--- config.mk ---
export PLATFORM = sky130hd
export DESIGN_NAME = pn_seq_tx
export DESIGN_NICKNAME = d
export VERILOG_FILES = /design/src/rtl/pn_seq_tx.sv
export SDC_FILE = /design/constraint.sdc
export NUM_CORES = 1
export LEC_CHECK = 0
export BUFFER_PORTS_ARGS = -buffer_cell sky130_fd_sc_hd__buf_2
export CORE_ASPECT_RATIO = 2
export CORE_UTILIZATION = 45
export DETAILED_ROUTE_END_ITERATION = 8
export GPL_TIMING_DRIVEN = 0
export PLACE_DENSITY = 0.63
export SYNTH_ARGS = -nofsm -noshare
export SYNTH_HDL_FRONTEND = slang
export SYNTH_SLANG_ARGS = --single-unit
--- constraint.sdc ---
create_clock -name clk_i -period 5.3 [get_ports clk_i]
set_clock_uncertainty 0.1 [all_clocks]
set_input_delay 0.795 -clock clk_i [delete_from_list [all_inputs] [get_ports clk_i]]
set_output_delay 0.795 -clock clk_i [all_outputs]
set_load 0.02 [all_outputs]
--- src/rtl/pn_seq_tx.sv ---
// PN-8 transmit source: m-sequence x^8+x^6+x^5+x^4+1 at a programmable bit rate,
// presented as a logic bit and as a slew-limited bipolar DAC sample stream.
module pn_seq_tx #(
    parameter int unsigned        DIV_W = 16,
    parameter logic signed [11:0] AMP   = 12'sd1024,
    parameter logic        [11:0] STEP  = 12'd64
) (
    input  logic                     clk_i,
    input  logic                     rst_ni,
    input  logic                     en_i,
    input  logic                     load_i,
    input  logic        [7:0]        seed_i,
    input  logic        [DIV_W-1:0]  div_i,
    output logic                     bit_out_o,
    output logic                     bit_strobe_o,
    output logic                     frame_start_o,
    output logic signed [11:0]       dac_out_o
);

    localparam logic signed [12:0] AMP_P   = 13'(AMP);
    localparam logic signed [12:0] STEP_S  = $signed({1'b0, STEP});
    localparam logic signed [11:0] STEP_12 = $signed(STEP);
    localparam logic [7:0]         IDX_LAST = 8'd254;

    logic [7:0]         lfsr_q,   lfsr_d;
    logic [DIV_W-1:0]   cnt_q,    cnt_d;
    logic [7:0]         idx_q,    idx_d;
    logic               bit_q,    bit_d;
    logic               strobe_q, strobe_d;
    logic               frame_q,  frame_d;
    logic signed [11:0] dac_q,    dac_d;

    logic [DIV_W-1:0]   div_eff;
    logic               boundary;
    logic [7:0]         lfsr_next;
    logic signed [11:0] target;
    logic signed [12:0] diff;
    logic signed [11:0] ramp_next;

    assign div_eff   = (div_i == '0) ? DIV_W'(1) : div_i;
    // >= so that lowering div below the running count ends the symbol at once
    assign boundary  = (cnt_q >= div_eff);
    assign lfsr_next = {lfsr_q[6:0], lfsr_q[7] ^ lfsr_q[3] ^ lfsr_q[2] ^ lfsr_q[1]};

    // Target and step both fit in 12 bits, so the wrap-around add/sub is exact.
    assign target = bit_q ? AMP : -AMP;
    assign diff   = 13'(target) - 13'(dac_q);

    always_comb begin
        ramp_next = target;
        if (diff > STEP_S) begin
            ramp_next = dac_q + STEP_12;
        end else if (diff < -STEP_S) begin
            ramp_next = dac_q - STEP_12;
        end
    end

    always_comb begin
        lfsr_d   = lfsr_q;
        cnt_d    = cnt_q;
        idx_d    = idx_q;
        bit_d    = bit_q;
        dac_d    = dac_q;
        strobe_d = 1'b0;
        frame_d  = 1'b0;
        if (load_i) begin
            lfsr_d = (seed_i == 8'h00) ? 8'h01 : seed_i;
            cnt_d  = '0;
            idx_d  = 8'd0;
        end else if (en_i) begin
            dac_d = ramp_next;
            if (boundary) begin
                cnt_d    = '0;
                bit_d    = lfsr_q[7];
                lfsr_d   = lfsr_next;
                strobe_d = 1'b1;
                frame_d  = (idx_q == 8'd0);
                idx_d    = (idx_q == IDX_LAST) ? 8'd0 : idx_q + 8'd1;
            end else begin
                cnt_d = cnt_q + DIV_W'(1);
            end
        end
    end

    always_ff @(posedge clk_i or negedge rst_ni) begin
        if (!rst_ni) begin
            lfsr_q   <= 8'hFF;
            cnt_q    <= '0;
            idx_q    <= 8'd0;
            bit_q    <= 1'b0;
            strobe_q <= 1'b0;
            frame_q  <= 1'b0;
            dac_q    <= 12'sd0;
        end else begin
            lfsr_q   <= lfsr_d;
            cnt_q    <= cnt_d;
            idx_q    <= idx_d;
            bit_q    <= bit_d;
            strobe_q <= strobe_d;
            frame_q  <= frame_d;
            dac_q    <= dac_d;
        end
    end

    assign bit_out_o     = bit_q;
    assign bit_strobe_o  = strobe_q;
    assign frame_start_o = frame_q;
    assign dac_out_o     = dac_q;

endmodule

==> flow_summary.yaml <==
hold_path:
  hp-class: "reg2reg"
logic_synthesis:
  synth_cells: 331
  yosysWarnings: 0
  yosysSeqAreaShare_pct: 34.9
  synthMuxAreaShare_pct: 4.14
  synthDistinctLibCells: 59
  synth_xor_area_share_pct: 6.12
  synth_top_family_by_area: "simple AND/OR/NAND/NOR gates"
  synth_ff_type: "dfrtp_1"
  syn-cell-area_um2: 2970
  synth_adder_area_share_pct: 10.1
  synth-simple-area-share_pct: 20.1
  synth_edf_count: 0
  yosys_register_bits: 41
  synth_area_per_cell_um2: 8.96
  async_flop_share_pct: 100
  synth_compound_area_share_pct: 17.3
floorplanning:
  initial_core_util_pct: 47.0
  die_area_um2: 6940
  io_pins: 43
  dieHeight_um: 117
  core_um2: 6310
  dieWidth_um: 59.4
  rows: 41
routing:
  wl_per_cell_um: 15.0
  wl_um: 7000
  via_per_inst: 5.56
  drtIter0Drc: 91
  drc_errors: 0
  drt_pass1_iterations: 4
  vias: 2584
  drtAntennaViolNets: 0
global_routing:
  grt_start_max_net_pins: 42
  grt_pass1_wl_um: 11700
  gr-total-overflow: 0
  grtUsageTotal_pct: 22.4
  antenna_found_initial: 0
  grt_pass1_vias: 2600
cts:
  cts_sinks: 41
  cts_resized: 0
  clockRootBuffer: "clkbuf_16"
  cts_setup_buffers: 0
  htree_levels: 2
  clk_pin_slew_ns: 0.05
  clockBufferDepth: 2
  postCtsHoldBufs: 0
  cts_tree: "done"
  worstSkewPairLatency_ns: 0.29
  tritoncts.num_buffers: 5
critical_path:
  cp.arrival_ns: 3.15
  crit_slowest_cell: "a2111oi_0"
  worst_ep_required_time_ns: 5.41
  cp-end-kind: "register"
  cpMostUsedCell: "buf_2"
  crit_path_max_fanout: 10
  crit_chain: "buf_2, nor4_1, a41o_1, ha_1, nand2b_1, a2111oi_0, o41a_1, a31oi_2, buf_4, buf_2, a21oi_1"
  critPathMaxStageDelay_ns: 0.41
  critPathKind: "in2reg"
  cp-start-kind: "primary input"
cells_and_area:
  antenna_cells: 0
  area_growth_syn_to_layout_pct: 16.0
  stdcell_count: 465
  final_area_um2: 3440
  nets: 430
  fillers: 615
  final_layout_size_suffix_gt1_share_pct: 19.8
  final_common_cell: "buf_2"
  layout_common_cells: "buf_2 (38), dfrtp_1 (33), nor2_1 (31), nand2_1 (31), inv_1 (28)"
pwr:
  cellPowerDensity_nw_per_um2: 381
  share_seq_of_total_power_pct: 32.9
  switchingPower_mw: 0.492
  leakagePower_nw: 1.64
  peakVddDrop_v: 0.000248
  p_clk_share_pct: 26.8
  p_int_mw: 0.818
  pwr-share-comb_pct: 40.3
  switching_share_pct: 37.6
timing:
  fin_ws_ns: 2.25
  slew_violations: 0
  period_needed_ns: 3.05
  hold_viol: 0
  setup_viol: 0
  finalSetupTns_ns: 0
  relSlewSlack_pct: 37.4
  period_share_pct: 57.5
  max_clock_freq_mhz: 328
  rsz0062_at_grt: "no"
  worst_pin_slew_ns: 0.938
job:
  max-cap-violations: 0
placed_design:
  dpl_cell_area_um2: 3270
  hpwl_um: 5440
  dp_slack_ns: 1.99
  gp_congestion: 0.842
  io_buffers: 35
  dp.cells: 457
run_status:
  status: "finished clean"
cell usage after synthesis (7+ instances only):
cell type / instances / area share (%)
a21oi_1: 13 / 2.2
and3_1: 7 / 1.5
buf_4: 9 / 2.3
dfrtp_1: 33 / 28
dfstp_2: 8 / 7.1
ha_1: 24 / 10
inv_1: 28 / 3.5
mux2i_1: 10 / 3.4
nand2_1: 31 / 3.9
nand3_1: 14 / 2.4
nand4_1: 7 / 1.5
nor2_1: 31 / 3.9
nor3_1: 9 / 1.5
o21ai_0: 9 / 1.5
o21ai_1: 7 / 1.2
xor2_1: 11 / 3.2
final timing paths:
check | start | depth (start not counted) | endpoint | slack, ns
setup / recovery | div_i[1] | 11 | lfsr_q[5]$_DFFE_PN1P_ | 2.25
hold / removal | lfsr_q[6]$_DFFE_PN1P_ | 2 | lfsr_q[6]$_DFFE_PN1P_ | 0.41
setup reg to reg | cnt_q[0]$_DFFE_PN0P_ | 9 | lfsr_q[5]$_DFFE_PN1P_ | 2.81
hold reg to reg | lfsr_q[6]$_DFFE_PN1P_ | 2 | lfsr_q[6]$_DFFE_PN1P_ | 0.41
max in group asynchronous | rst_ni | 1 | idx_q[4]$_DFFE_PN0P_ | 3.96
min in group asynchronous | rst_ni | 1 | dac_out_o[9]$_DFFE_PN0P_ | 0.56
layer usage:
layer  GRT usage [%]  share of wire, %  up-vias
li1                -                 -     1260
met1            21.4                36     1252
met2            42.8                58       53
met3            3.41               2.1       19
met4            13.5               3.6        0
met5               0                 0        -
cell type report:
class                           instances  area (µm²)  area share [%]
Buffer                                 17         109            3.16
Timing Repair Buffer                   35         175            5.09
Multi-Input combinational cell        250        1730            50.4
Sequential cell                        41        1040            30.1
Tap cell                               86         108            3.13
Inverter                               28         105            3.06
Clock inverter                          1        30.0           0.873
Clock buffer                            7         143            4.15
flip-flops by register name (all words and copies together) (netlist names):
name           cells
cnt_q             16
idx_q              8
lfsr_q             8
dac_out_o          6
bit_out_o          1
bit_strobe_o       1
frame_start_o      1
stage by stage:
stage          util (%)  hold slack [ns]  power, mW
6_report           54.5            0.414       1.31
4_1_cts            54.5            0.416       1.32
2_1_floorplan         -            0.381      0.826
3_5_place_dp       51.8            0.405      0.960
5_1_grt            54.5            0.438       1.39
3_3_place_gp       51.8            0.394      0.953
power by group through the flow:
stage | sequential (mW) | combinational, mW | clock [mW]
floorplan | 0.448 | 0.378 | 0
global placement | 0.435 | 0.518 | 0
detailed placement | 0.437 | 0.523 | 0
CTS | 0.432 | 0.527 | 0.361
global route | 0.439 | 0.583 | 0.373
finish | 0.431 | 0.528 | 0.351
logic make-up after synthesis:
group / after synthesis
and+or+nand+nor: 122
other: 1
adders and majority gates: 24
DFF: 41
AOI/OAI and AO/OA: 67
xor gates and xnor gates: 19
buffers and inverters: 45
muxes: 12
critical path, delay by kind of cell:
family	cells	cell delay, ns
buffers and inverters	3	0.49
adder cells (fa/ha/maj)	1	0.22
AND/OR/NAND/NOR	2	0.44
AO/OA/AOI/OAI	5	1.20
(Power assumes the default switching activity.)
